===== src/rtl/seq_pkg.sv =====
// Shared types and defaults for the multi-cycle instruction sequencer.
package seq_pkg;

    localparam logic [2:0] HALT_OP_DEF = 3'b111;
    localparam int         TMO_W_DEF   = 4;
    localparam int         CNT_W_DEF   = 16;

    typedef enum logic [2:0] {
        IDLE   = 3'd0,
        FETCH  = 3'd1,
        DECODE = 3'd2,
        EXEC   = 3'd3,
        MEM    = 3'd4,
        WB     = 3'd5,
        HALT   = 3'd6,
        FAULT  = 3'd7
    } seq_state_t;

    // One bit per sequencer output; registered as a unit so all strobes
    // change together on the clock edge.
    typedef struct packed {
        logic ir_load;
        logic pc_en;
        logic pc_sel;
        logic reg_wr_en;
        logic mem_req;
        logic mem_we;
        logic busy;
        logic done;
        logic fault;
    } seq_out_t;

    // Moore decode of a state plus the per-instruction latched qualifiers.
    function automatic seq_out_t decode_outputs(
        input seq_state_t st,
        input logic       taken,
        input logic       we,
        input logic       rw
    );
        seq_out_t o;
        o = '{default: 1'b0};
        case (st)
            FETCH: begin
                o.ir_load = 1'b1;
                o.busy    = 1'b1;
            end
            DECODE, EXEC: begin
                o.busy = 1'b1;
            end
            MEM: begin
                o.mem_req = 1'b1;
                o.mem_we  = we;
                o.busy    = 1'b1;
            end
            WB: begin
                o.pc_en     = 1'b1;
                o.pc_sel    = taken;
                o.reg_wr_en = rw;
                o.busy      = 1'b1;
            end
            HALT: begin
                o.done = 1'b1;
            end
            FAULT: begin
                o.fault = 1'b1;
            end
            default: begin
                o = '{default: 1'b0};
            end
        endcase
        return o;
    endfunction

endpackage


===== src/rtl/mem_wait_timer.sv =====
// Saturating counter of memory-wait cycles; flags the cycle that would
// complete the last allowed wait.
module mem_wait_timer #(
    parameter int TMO_W = 4
) (
    input  logic Clk,
    input  logic Reset,
    input  logic clear_i,
    input  logic enable_i,
    output logic terminal_o
);

    localparam logic [TMO_W-1:0] CNT_MAX  = {TMO_W{1'b1}};
    localparam logic [TMO_W-1:0] CNT_LAST = {{(TMO_W-1){1'b1}}, 1'b0};

    logic [TMO_W-1:0] cnt_q;
    logic [TMO_W-1:0] cnt_d;

    // Next count: clear wins, otherwise count enabled cycles up to saturation.
    always_comb begin
        cnt_d = cnt_q;
        if (clear_i) begin
            cnt_d = {TMO_W{1'b0}};
        end else if (enable_i && (cnt_q != CNT_MAX)) begin
            cnt_d = cnt_q + {{(TMO_W-1){1'b0}}, 1'b1};
        end else begin
            cnt_d = cnt_q;
        end
    end

    // Counter register.
    always_ff @(posedge Clk or negedge Reset) begin
        if (!Reset) begin
            cnt_q <= {TMO_W{1'b0}};
        end else begin
            cnt_q <= cnt_d;
        end
    end

    // Terminal when this enabled cycle is the (2**TMO_W-1)-th wait.
    assign terminal_o = enable_i && (cnt_q == CNT_LAST);

endmodule


===== src/rtl/instr_sequencer.sv =====
// Multi-cycle FETCH/DECODE/EXEC/MEM/WB sequencer with memory timeout,
// halt detection and retired-instruction counting.
module instr_sequencer
    import seq_pkg::*;
#(
    parameter int               OPW     = 3,
    parameter logic [OPW-1:0]   HALT_OP = HALT_OP_DEF,
    parameter int               TMO_W   = TMO_W_DEF,
    parameter int               CNT_W   = CNT_W_DEF
) (
    input  logic             Clk,
    input  logic             Reset,
    input  logic             Start,
    input  logic [OPW-1:0]   Opcode,
    input  logic             RegWrite,
    input  logic             MemWrite,
    input  logic             MemtoReg,
    input  logic             Branch,
    input  logic             BranchTaken,
    input  logic             MemAck,
    output logic             IRLoad,
    output logic             PCEn,
    output logic             PCSel,
    output logic             RegWrEn,
    output logic             MemReq,
    output logic             MemWe,
    output logic             Busy,
    output logic             Done,
    output logic             Fault,
    output logic [CNT_W-1:0] InstrCount
);

    seq_state_t       state_q, state_d;
    logic             taken_q, taken_d;
    logic             we_q, we_d;
    logic             rw_q, rw_d;
    logic [CNT_W-1:0] cnt_q, cnt_d;
    seq_out_t         out_q, out_d;

    logic             tmr_clear_s;
    logic             tmr_enable_s;
    logic             tmr_terminal_s;
    logic             resting_s;

    // The timer only runs inside MEM; any other state holds it at zero,
    // which also gives the clear-on-entry behaviour.
    assign tmr_clear_s  = (state_q != MEM);
    assign tmr_enable_s = (state_q == MEM) && !MemAck;
    assign resting_s    = (state_q == IDLE) || (state_q == HALT) || (state_q == FAULT);

    mem_wait_timer #(
        .TMO_W (TMO_W)
    ) u_timer (
        .Clk        (Clk),
        .Reset      (Reset),
        .clear_i    (tmr_clear_s),
        .enable_i   (tmr_enable_s),
        .terminal_o (tmr_terminal_s)
    );

    // Next-state logic of the sequencer.
    always_comb begin
        state_d = state_q;
        case (state_q)
            IDLE, HALT, FAULT: begin
                if (Start) begin
                    state_d = FETCH;
                end else begin
                    state_d = state_q;
                end
            end
            FETCH: begin
                state_d = DECODE;
            end
            DECODE: begin
                if (Opcode == HALT_OP) begin
                    state_d = HALT;
                end else begin
                    state_d = EXEC;
                end
            end
            EXEC: begin
                if (MemWrite || MemtoReg) begin
                    state_d = MEM;
                end else begin
                    state_d = WB;
                end
            end
            MEM: begin
                // An ack beats the terminal count in the same cycle.
                if (MemAck) begin
                    state_d = WB;
                end else if (tmr_terminal_s) begin
                    state_d = FAULT;
                end else begin
                    state_d = MEM;
                end
            end
            WB: begin
                state_d = FETCH;
            end
            default: begin
                state_d = IDLE;
            end
        endcase
    end

    // Per-instruction qualifiers captured in EXEC so MEM/WB strobes stay
    // steady regardless of later flag activity. Both-store-and-load acts
    // as a store because MemWe follows MemWrite directly.
    always_comb begin
        taken_d = taken_q;
        we_d    = we_q;
        rw_d    = rw_q;
        if (state_q == EXEC) begin
            taken_d = Branch & BranchTaken;
            we_d    = MemWrite;
            rw_d    = RegWrite & ~MemWrite;
        end else begin
            taken_d = taken_q;
            we_d    = we_q;
            rw_d    = rw_q;
        end
    end

    // Retired-instruction counter: cleared on restart, bumped in WB.
    always_comb begin
        cnt_d = cnt_q;
        if (resting_s && Start) begin
            cnt_d = {CNT_W{1'b0}};
        end else if (state_q == WB) begin
            cnt_d = cnt_q + {{(CNT_W-1){1'b0}}, 1'b1};
        end else begin
            cnt_d = cnt_q;
        end
    end

    // Outputs are decoded from the next state and registered, so they are
    // glitch-free and line up exactly with the state they belong to.
    always_comb begin
        out_d = decode_outputs(state_d, taken_d, we_d, rw_d);
    end

    // State, latches, counter and output registers.
    always_ff @(posedge Clk or negedge Reset) begin
        if (!Reset) begin
            state_q <= IDLE;
            taken_q <= 1'b0;
            we_q    <= 1'b0;
            rw_q    <= 1'b0;
            cnt_q   <= {CNT_W{1'b0}};
            out_q   <= '{default: 1'b0};
        end else begin
            state_q <= state_d;
            taken_q <= taken_d;
            we_q    <= we_d;
            rw_q    <= rw_d;
            cnt_q   <= cnt_d;
            out_q   <= out_d;
        end
    end

    assign IRLoad     = out_q.ir_load;
    assign PCEn       = out_q.pc_en;
    assign PCSel      = out_q.pc_sel;
    assign RegWrEn    = out_q.reg_wr_en;
    assign MemReq     = out_q.mem_req;
    assign MemWe      = out_q.mem_we;
    assign Busy       = out_q.busy;
    assign Done       = out_q.done;
    assign Fault      = out_q.fault;
    assign InstrCount = cnt_q;

endmodule


===== config.mk =====
export PLATFORM = sky130hd
export DESIGN_NAME = instr_sequencer
export DESIGN_NICKNAME = d
export VERILOG_FILES = /design/src/rtl/seq_pkg.sv /design/src/rtl/mem_wait_timer.sv /design/src/rtl/instr_sequencer.sv
export SDC_FILE = /design/constraint.sdc
export NUM_CORES = 1
export LEC_CHECK = 0
export ABC_AREA = 1
export ABC_CLOCK_PERIOD_IN_PS = 3500
export CAP_MARGIN = 20
export CORE_ASPECT_RATIO = 2
export CORE_MARGIN = 2
export CORE_UTILIZATION = 55
export DETAILED_ROUTE_END_ITERATION = 10
export MAX_ROUTING_LAYER = met4
export PLACE_DENSITY = 0.94
export SKIP_CTS_REPAIR_TIMING = 1
export SYNTH_ARGS = -nofsm -noshare
export SYNTH_HDL_FRONTEND = slang
export SYNTH_SLANG_ARGS = --single-unit

===== constraint.sdc =====
create_clock -name Clk -period 3.5 [get_ports Clk]
set_clock_uncertainty 0.1 [all_clocks]
set_input_delay 0.7 -clock Clk [delete_from_list [all_inputs] [get_ports Clk]]
set_output_delay 0.7 -clock Clk [all_outputs]
set_load 0.01 [all_outputs]

==> summary.txt <==
Worst setup path
  • Crit path DAT: 1.33 ns
  • Worst reg2reg setup slack: between 1.5 and 2 ns
  • CP Depth: 1
  • Worst path max stage delay: around 0.57 ns
  • Cell chain of the critical path: clkdlybuf4s50_1
  • Max FO, Critical Path: 7
  • Startpoint Class: register
  • WP buf/inv: 1
  • Critical path type: reg -> out
  • CP max-delay cell: clkdlybuf4s50_1
  • Worst reg-to-reg path cell count: 5
  • Crit end category: output port
  • Top delay family on crit path: buffers and inverters
  • Req. time, crit path: between 2 and 3 ns

Floorplan
  • Die area: 3897 sq um
  • # rows: 29
  • Die Ht: roughly 86 um
  • CORE AREA: 3193 sq um
  • Num ports: 37
  • Initial Utilization: 0.5835
  • Die width: about 45 um

GRT
  • Largest net degree at the start of global routing: 36
  • Global routing usage summed across all routing layers: 0.2560
  • First-pass GRT wire length: ~7100 um
  • Overflow after GRT: 0
  • Initial antenna violation count: 0
  • Number of global-route vias before repair: about 1700

Clock network
  • CTS root buf: clkbuf_8
  • CTS tree: yes
  • Htree depth: 2
  • Clk buf depth: 2
  • TritonCTS buffer count: 5
  • Clock transition at path regs: roughly 0.080 ns
  • # clock sinks: 35
  • Clk_lat worst skew: around 0.3 ns

Yosys
  • Top cells by area, synth: dfrtp_1 47%, nand2_1 10%, nor2_1 7.5%
  • Post-Syn Area per Cell: just under 8 sq um
  • Post-Syn Nets: 254
  • Mapped Area: about 1900 sq um
  • Post-Syn Instances: about 240
  • Yosys warns: 0
  • Synth cell types: 27
  • Register bit total from synthesis: 35
  • Yosys top cell area share: 0.4701
  • Seq/Total Area, Yosys: 0.4701
  • Post-synth top area cell: dfrtp_1

Placed design
  • Hpwl dp: 3098 um
  • Port bufs: 36
  • Routability congestion estimate: 0.9046

Power
  • Register share of total power: 0.380
  • Maximum VDD drop: around 600 uV
  • Sw frac: 0.3828
  • Gate power share: 0.367
  • Clock network power share: 0.253
  • Psw: between 0.0005 and 0.0006 W
  • PwrDens: ~610 nW/um^2
  • Leak: ~1.1 nW
  • P_int: roughly 0.0009 W

Route
  • Vias post-DR: about 1700
  • Drt drc: 0
  • Via/cell ratio: about 5.5
  • Routed wire length: between 4000 and 5000 um
  • Drt first pass iters: 4
  • Final ANT Viol Nets: 0
  • Drt wl/cell: 13.43 um
  • DRT iter0 DRCs: between 50 and 60

Layout
  • Nets: just under 300
  • Diodes inserted: 0
  • Share of layout cells above drive strength 1: 0.09574
  • Layout area overhead: 27.00%

Worst hold path
  • Hold Path Cell Cnt: 2
  • Class of the worst hold path: reg -> reg

Timing
  • Setup TNS: 0 ns
  • Fin. max-slew vios: 0
  • Hold slack final: around 0.45 ns
  • Period utilization: 0.6091
  • F_max: between 400 and 500 MHz
  • Tightest Pin Transition: roughly 0.48 ns
  • RSZ-0062 raised after global routing: no
  • Max-slew headroom: 0.6775
  • Endpoints failing setup: 0
  • Min Tclk post-route: between 2 and 2.5 ns
  • Final hold vios: 0

Status
  • Status: finished, final reports clean

Flow run
  • Max Cap Viol: 0
==> path summary, 6_finish.rpt <==
check / endpoint / start
hold / removal: InstrCount[12] / InstrCount[12]
max in group asynchronous: Busy / Reset
hold reg to reg: InstrCount[12] / InstrCount[12]
min in group asynchronous: InstrCount[10] / Reset
setup / recovery: InstrCount[11] / InstrCount[11]
setup reg to reg: InstrCount[7] / state_q[0]
==> kinds of logic after synthesis <==
| family | count (synthesis) | synth area share |
|---|---|---|
| AOI/OAI and AO/OA | 27 | 0.08194 |
| DFF | 35 | 0.4701 |
| xor gates and xnor gates | 2 | 0.009404 |
| buffers and inverters | 37 | 0.07925 |
| and+or+nand+nor | 135 | 0.3391 |
| adders and majority gates | 3 | 0.02015 |
==> cells in the mapped netlist (all sizes together) <==
master and number:
nand4 2, xnor2 1, nand2 54, nand3 31, o22ai 1, xor2 1, inv 35, nor2 42
o211ai 1, nor3 5, a21oi 11, ha 3, o31ai 1, o21ai 10, a22oi 1, buf 2
a211oi 2, dfrtp 35, and2 1
==> registers in the layout (all words and copies together) (netlist names) <==
register       count
InstrCount        16
u_timer.cnt_q      4
state_q            3
Busy               1
Done               1
Fault              1
IRLoad             1
MemReq             1
MemWe              1
PCEn               1
PCSel              1
RegWrEn            1
rw_q               1
taken_q            1
we_q               1
==> layout by cell type (no fill, tap or decap), drive strengths merged <==
master         synthesis  layout
inv                   35      35
buf                    2       1
o22ai                  1       1
nand4                  2       2
nand3                 31      31
clkdlybuf4s50          0      36
clkbuf                 0       5
a21oi                 11      11
nand2                 54      54
xor2                   1       1
bufinv                 0       1
ha                     3       3
o31ai                  1       1
a211oi                 2       2
o21ai                 10      10
dfrtp                 35      35
xnor2                  1       1
and2                   1       1
nor3                   5       5
nor2                  42      42
o211ai                 1       1
clkinv                 0       2
a22oi                  1       1
==> routing by layer <==
layer	up-vias	routed length, um	GRT usage
li1	850	-	-
met1	827	1514	0.2625
met2	46	2427	0.4429
met3	12	148	0.05000
met4	0	113	0.1230
met5	-	0	-
==> power groups by stage <==
stage | clock network [W] | logic [W] | registers [W]
final | 0.000368 | 0.000534 | 0.000553
after global routing | 0.000385 | 0.000595 | 0.000564
after CTS | 0.000371 | 0.000535 | 0.000551
after detailed placement | 0 | 0.000531 | 0.000560
after global placement | 0 | 0.000515 | 0.000556
after floorplan | 0 | 0.000356 | 0.000556
==> per-stage QoR <==
stage | area (sq um) | utilization | instances | setup WS, ns | total power, W
final | 2366 | 0.7410 | 313 | 1.368 | 0.001455
after detailed placement | 2253 | 0.7057 | 305 | 1.298 | 0.001091
after CTS | 2366 | 0.7410 | 313 | 1.372 | 0.001457
after floorplan | 1863 | - | 239 | 1.996 | 0.0009117
after global routing | 2366 | 0.7410 | 313 | 1.326 | 0.001544
after global placement | 2253 | 0.7057 | 305 | 1.348 | 0.001071
==> area by class of cell <==
class                           instances  area, sq um
Sequential cell                        35        875.8
Multi-Input combinational cell        167        839.6
Fill cell                             252        827.0
Timing Repair Buffer                   37        367.9
Inverter                               35        131.4
Clock buffer                            5        68.82
Clock inverter                          3        43.79
Tap cell                               31        38.79
Power figures use the tool's default switching activity.
==> edit 1, RTL diff (same settings) <==
`OPW`: 3 -> 6.
--- a/src/rtl/instr_sequencer.sv
+++ b/src/rtl/instr_sequencer.sv
@@ -3,7 +3,7 @@
 module instr_sequencer
     import seq_pkg::*;
 #(
-    parameter int               OPW     = 3,
+    parameter int               OPW     = 6,
     parameter logic [OPW-1:0]   HALT_OP = HALT_OP_DEF,
     parameter int               TMO_W   = TMO_W_DEF,
     parameter int               CNT_W   = CNT_W_DEF
Ports: changed (resized Opcode); port bits go from 37 to 40. The function was not compared with the original's and may differ.
==> edit 1 against the original RTL <==
Synthesized cell count fell by 0.84%. Clock power fell by 21%. Setup slack got worse by 0.039 ns. Cell area rose by 1.4%. Critical endpoint is now InstrCount[9]. Die area rose by 0.81%. Synthesized area rose by 0.87%. Non-clock buffer count rose by 3. Total power fell by 5.2%. Sequential cell count did not move. Wire length fell by 0.14%.
==> edit 1: results (changes against the original RTL) <==
metric,value,unit,change
status,"complete, no violations",,unchanged
first-pass GRT wire length,7370,um,was 7130 um
"Top FF cell, synth",dfrtp_1,,unchanged
Leakage,1.14,nW,was 1.09 nW
max reg flops,16,,unchanged
Vias/cell,5.53,,was 5.54
CP Max Fanout,7,,unchanged
syn nets,255,,was 254
hold crit path type,flip-flop to flip-flop,,unchanged
GRT Total Usage,0.264,,was 0.256
GR Layer Usage met3,0.0500,,unchanged
worst path arrival time,1.37,ns,was 1.33 ns
layout cells sized above 1,0.134,,was 0.0957
sequential area share after synthesis,0.466,,was 0.470
hpwl dp,3390,um,was 3100 um
Relative slew margins,0.708,,was 0.678
peak supply drop,0.621,mV,was 0.599 mV
WL final,4200,um,about the same
Placer Congestion,0.966,,was 0.905
"top cells by area, synth","dfrtp_1, nand2_1, inv_1",,"was dfrtp_1, nand2_1, nor2_1"
met2 Usage GRT,0.470,,was 0.443
Worst path max stage delay,0.59,ns,was 0.57 ns
clock latency on the worst-skew pair,0.29,ns,
Synth top cells by count,"nand2_1, dfrtp_1, inv_1, nor2_1, nand3_1",,"was nand2_1, nor2_1, dfrtp_1"
GR Layer Usage met1,0.241,,was 0.263
fin nets,301,,was 296
Place WS,1.37,ns,was 1.30 ns
filler cell count,249,,was 252
post-synth cell types,32,,was 27
DR iter-0 viols,63,,was 59
port bufs,39,,was 36
initial antenna violation count,0,,unchanged
number of global-route vias before repair,1790,,"was 1,668"
## edit 1: cell types whose count changed after synthesis, moves of 3 or more
cell / before / now
inv_2: 3 / 7
o21ai_0: 9 / 5
nand3_1: 26 / 22
nand2_2: 2 / 5
nand2_1: 50 / 47
nor2_1: 37 / 32
## edit 1: metrics by stage
stage	power, mW	instance area (um2)	hold slack (ns)	util	cells
floorplan	0.899	1880	0.304	-	237
global placement	1.07	2310	0.403	0.691	308
global route	1.47	2400	0.460	0.718	316
CTS	1.39	2400	0.437	0.718	316
detailed placement	1.10	2310	0.426	0.691	308
finish	1.38	2400	0.441	0.718	316
## edit 1: layout make-up
cell class,count,area [um2],share of cell area
sequential,35,876,0.365
multi-input combinational,160,840,0.350
timing repair buffer,40,398,0.166
inverter,41,156,0.0652
clock buffer,5,68.8,0.0287
tap,32,40.0,0.0167
clock inverter,3,20.0,0.00835
## edit 1: worst paths after layout
check / from / to / slack, ns / cells after the start
max in group asynchronous: Reset / Fault$_DFF_PN0_ / 2.26 / 2
min in group asynchronous: Reset / state_q[2]$_DFF_PN0_ / 0.73 / 2
setup reg to reg: state_q[2]$_DFF_PN0_ / InstrCount[1]$_DFFE_PN0P_ / 1.79 / 9
setup / recovery: InstrCount[9]$_DFFE_PN0P_ / InstrCount[9] / 1.33 / 1
hold reg to reg: u_timer.cnt_q[3]$_DFFE_PN0P_ / u_timer.cnt_q[3]$_DFFE_PN0P_ / 0.44 / 1
hold / removal: u_timer.cnt_q[3]$_DFFE_PN0P_ / u_timer.cnt_q[3]$_DFFE_PN0P_ / 0.44 / 1
## edit 1: where the power goes
| part | internal, mW | leakage [nW] | switching (mW) |
|---|---|---|---|
| sequential | 0.477 | 0.473 | 0.0587 |
| combinational | 0.208 | 0.623 | 0.346 |
| clock | 0.138 | 0.0402 | 0.151 |
| total | 0.824 | 1.14 | 0.555 |
## edit 1: metal layers
layer,up-vias,share of wire
met5,-,0
met4,0,0.043
met3,18,0.036
met2,63,0.59
met1,823,0.33
li1,845,-
## edit 1: worst register-to-register path, stage by stage, from the launching register on
cell and delay (ns):
dfrtp_1 0.51, inv_2 0.10, nand2_2 0.12, nand2_1 0.06, nor2_1 0.11, nand2_2 0.20, nand2_4 0.15, inv_2 0.06
a22oi_1 0.14, inv_1 0.06
## edit 1: cell families after synthesis
| group | synth area share |
|---|---|
| AOI/OAI and AO/OA | 0.0772 |
| xor gates and xnor gates | 0.00932 |
| DFF | 0.466 |
| and+or+nand+nor | 0.340 |
| adders and majority gates | 0.0200 |
| buffers and inverters | 0.0872 |
==> edit 2, RTL diff (config.mk and constraints unchanged) <==
Without the edit above. Put one more register stage on the output `InstrCount`, with the module's reset. The value now appears one clock later. The other outputs are not delayed to match.
--- a/src/rtl/instr_sequencer.sv
+++ b/src/rtl/instr_sequencer.sv
@@ -169,7 +169,13 @@
     assign Busy       = out_q.busy;
     assign Done       = out_q.done;
     assign Fault      = out_q.fault;
-    assign InstrCount = cnt_q;
+    always_ff @(posedge Clk or negedge Reset) begin
+        if (!Reset) begin
+            InstrCount <= '0;
+        end else begin
+            InstrCount <= cnt_q;
+        end
+    end
 
 endmodule
 
Formal check against the unedited RTL: not equivalent (a bounded check fails within 10 cycles, from zero or initial values and one cycle with Reset low).
==> edit 2 against the original RTL <==
Setup slack improved by 0.10 ns. Synthesized area rose by 24%. Critical path type unchanged. Largest power group unchanged. Sequential cell count rose by 16. Cell area rose by 21%. Highest routed layer unchanged. Total power rose by 28%. Wire length rose by 27%. Clock power rose by 30%.
==> edit 2: results (changes against the original RTL) <==
metric,value,unit,change
GRT Total Usage,0.245,,was 0.256
area share of fa/ha/maj cells after synthesis,0.0163,,was 0.0201
Synth top cells by count,"nand2_1, dfrtp_1, inv_1",,"was nand2_1, nor2_1, dfrtp_1"
largest net degree at the start of global routing,52,,was 36
Psw,664,uW,was 557 uW
worst slew pin tran,0.412,ns,was 0.482 ns
sequential area share after synthesis,0.555,,was 0.470
TritonCTS buffer count,5,,unchanged
"Reg clk slew, reported paths",0.09,ns,
Worst path max stage delay,0.56,ns,
CP top delay family,buffers and inverters,,unchanged
via count,1910,,"was 1,735"
post-synth cell types,27,,unchanged
H-tree lvl count,2,,unchanged
Initial DRT Pass Iterations,4,,unchanged
post-synthesis mux area share,0,,unchanged
port bufs,36,,unchanged
fin nets,319,,was 296
R2R Path End,cnt_q[1]$_DFFE_PN0P_,,was InstrCount[7]$_DFFE_PN0P_
"FFs w/ async S/R, synth",1.00,,unchanged
Yosys Warn Count,0,,unchanged
CP Max Fanout,1,,was 7
syn nets,277,,was 254
first-pass GRT wire length,8420,um,was 7130 um
"slowest stage cell, crit path",clkdlybuf4s50_1,,unchanged
WL final,5340,um,was 4200 um
"Top FF cell, synth",dfrtp_1,,unchanged
hold crit path type,primary input to asynchronous set/reset pin,,was flip-flop to flip-flop
top flop regs,"InstrCount x16, cnt_q x16, u_timer.cnt_q x4",,
peak supply drop,0.377,mV,was 0.599 mV
Worst Reg-to-Reg Cells,7,,was 5
Worst R2R Setup Slack,1.59,ns,was 1.67 ns
clock latency on the worst-skew pair,0.31,ns,
compound-cell area share of the yosys netlist,0.0691,,was 0.0819
# diodes,0,,unchanged
layout cells sized above 1,0.105,,was 0.0957
worst path arrival time,1.23,ns,was 1.33 ns
Clock Path Buffers,2,,unchanged
Leakage,1.37,nW,was 1.09 nW
status,"complete, no violations",,unchanged
initial antenna violation count,0,,unchanged
P per Cell Area,653,mW/mm2,was 615 mW/mm2
beginning of the critical path,InstrCount[5]$_DFF_PN0_,,was InstrCount[11]$_DFFE_PN0P_
hpwl dp,3830,um,was 3100 um
DR iter-0 viols,104,,was 59
"top cells by area, synth","dfrtp_1, nand2_1, inv_1",,"was dfrtp_1, nand2_1, nor2_1"
XOR/XNOR share of the synthesized area,0,,was 0.00940
FF-to-FF Start,state_q[2]$_DFF_PN0_,,was state_q[0]$_DFF_PN0_
CTS root buffer,clkbuf_8,,unchanged
Placer Congestion,0.889,,was 0.905
[edit 2: cell count changes in the layout (fill, tap and decap cells not counted), moves of 4 or more]
cell / before / now
a21oi_1: 11 / 6
dfrtp_1: 35 / 51
inv_1: 32 / 36
nand2_1: 50 / 57
nand3_1: 26 / 20
nor2_1: 37 / 33
o21ai_0: 9 / 13
[edit 2: power groups by stage]
stage	clock network, mW	logic (mW)	registers (mW)
floorplan	0	0.413	0.761
global placement	0	0.589	0.756
detailed placement	0	0.626	0.765
CTS	0.476	0.636	0.753
global route	0.508	0.694	0.762
finish	0.477	0.636	0.754
[edit 2: metal layers]
layer,GRT usage,wire length (um),up-vias
met5,-,0,-
met4,0.148,208,0
met3,0.0392,228,17
met2,0.468,3100,76
met1,0.217,1810,908
li1,-,-,909
[edit 2: kinds of logic after synthesis]
family                   Yosys count
flip-flops                        51
adder cells (fa/ha/maj)            3
buffers and inverters             43
AND/OR/NAND/NOR                  139
AO/OA/AOI/OAI                     26
[edit 2: worst max-delay path by stage]
stage	endpoint	slack, ns	depth (start not counted)
finish	InstrCount[5]	1.47	1
global placement	cnt_q[1]$_DFFE_PN0P_	1.33	6
detailed placement	cnt_q[1]$_DFFE_PN0P_	1.26	6
CTS	IRLoad	1.46	1
floorplan	MemWe$_DFF_PN0_	2.02	8
global route	IRLoad	1.44	1
[edit 2: cell type report]
| cell class | count | area, um2 |
|---|---|---|
| well taps | 52 | 65.1 |
| fillers | 289 | 1190 |
| inverters | 41 | 154 |
| repair buffers | 37 | 375 |
| flip-flops and latches | 51 | 1280 |
| clock buffers | 6 | 72.6 |
| clock inverters | 2 | 60.1 |
| multi-input cells | 168 | 855 |
[edit 2: metrics by stage]
stage               setup WS (ns)  area [um2]  total power [mW]  instances  hold slack, ns
finish                       1.47        2860              1.87        357           0.150
global route                 1.44        2860              1.96        357           0.154
CTS                          1.46        2840              1.87        356           0.323
detailed placement           1.26        2710              1.39        348           0.299
global placement             1.33        2710              1.35        348           0.288
floorplan                    2.02        2300              1.17        262           0.274
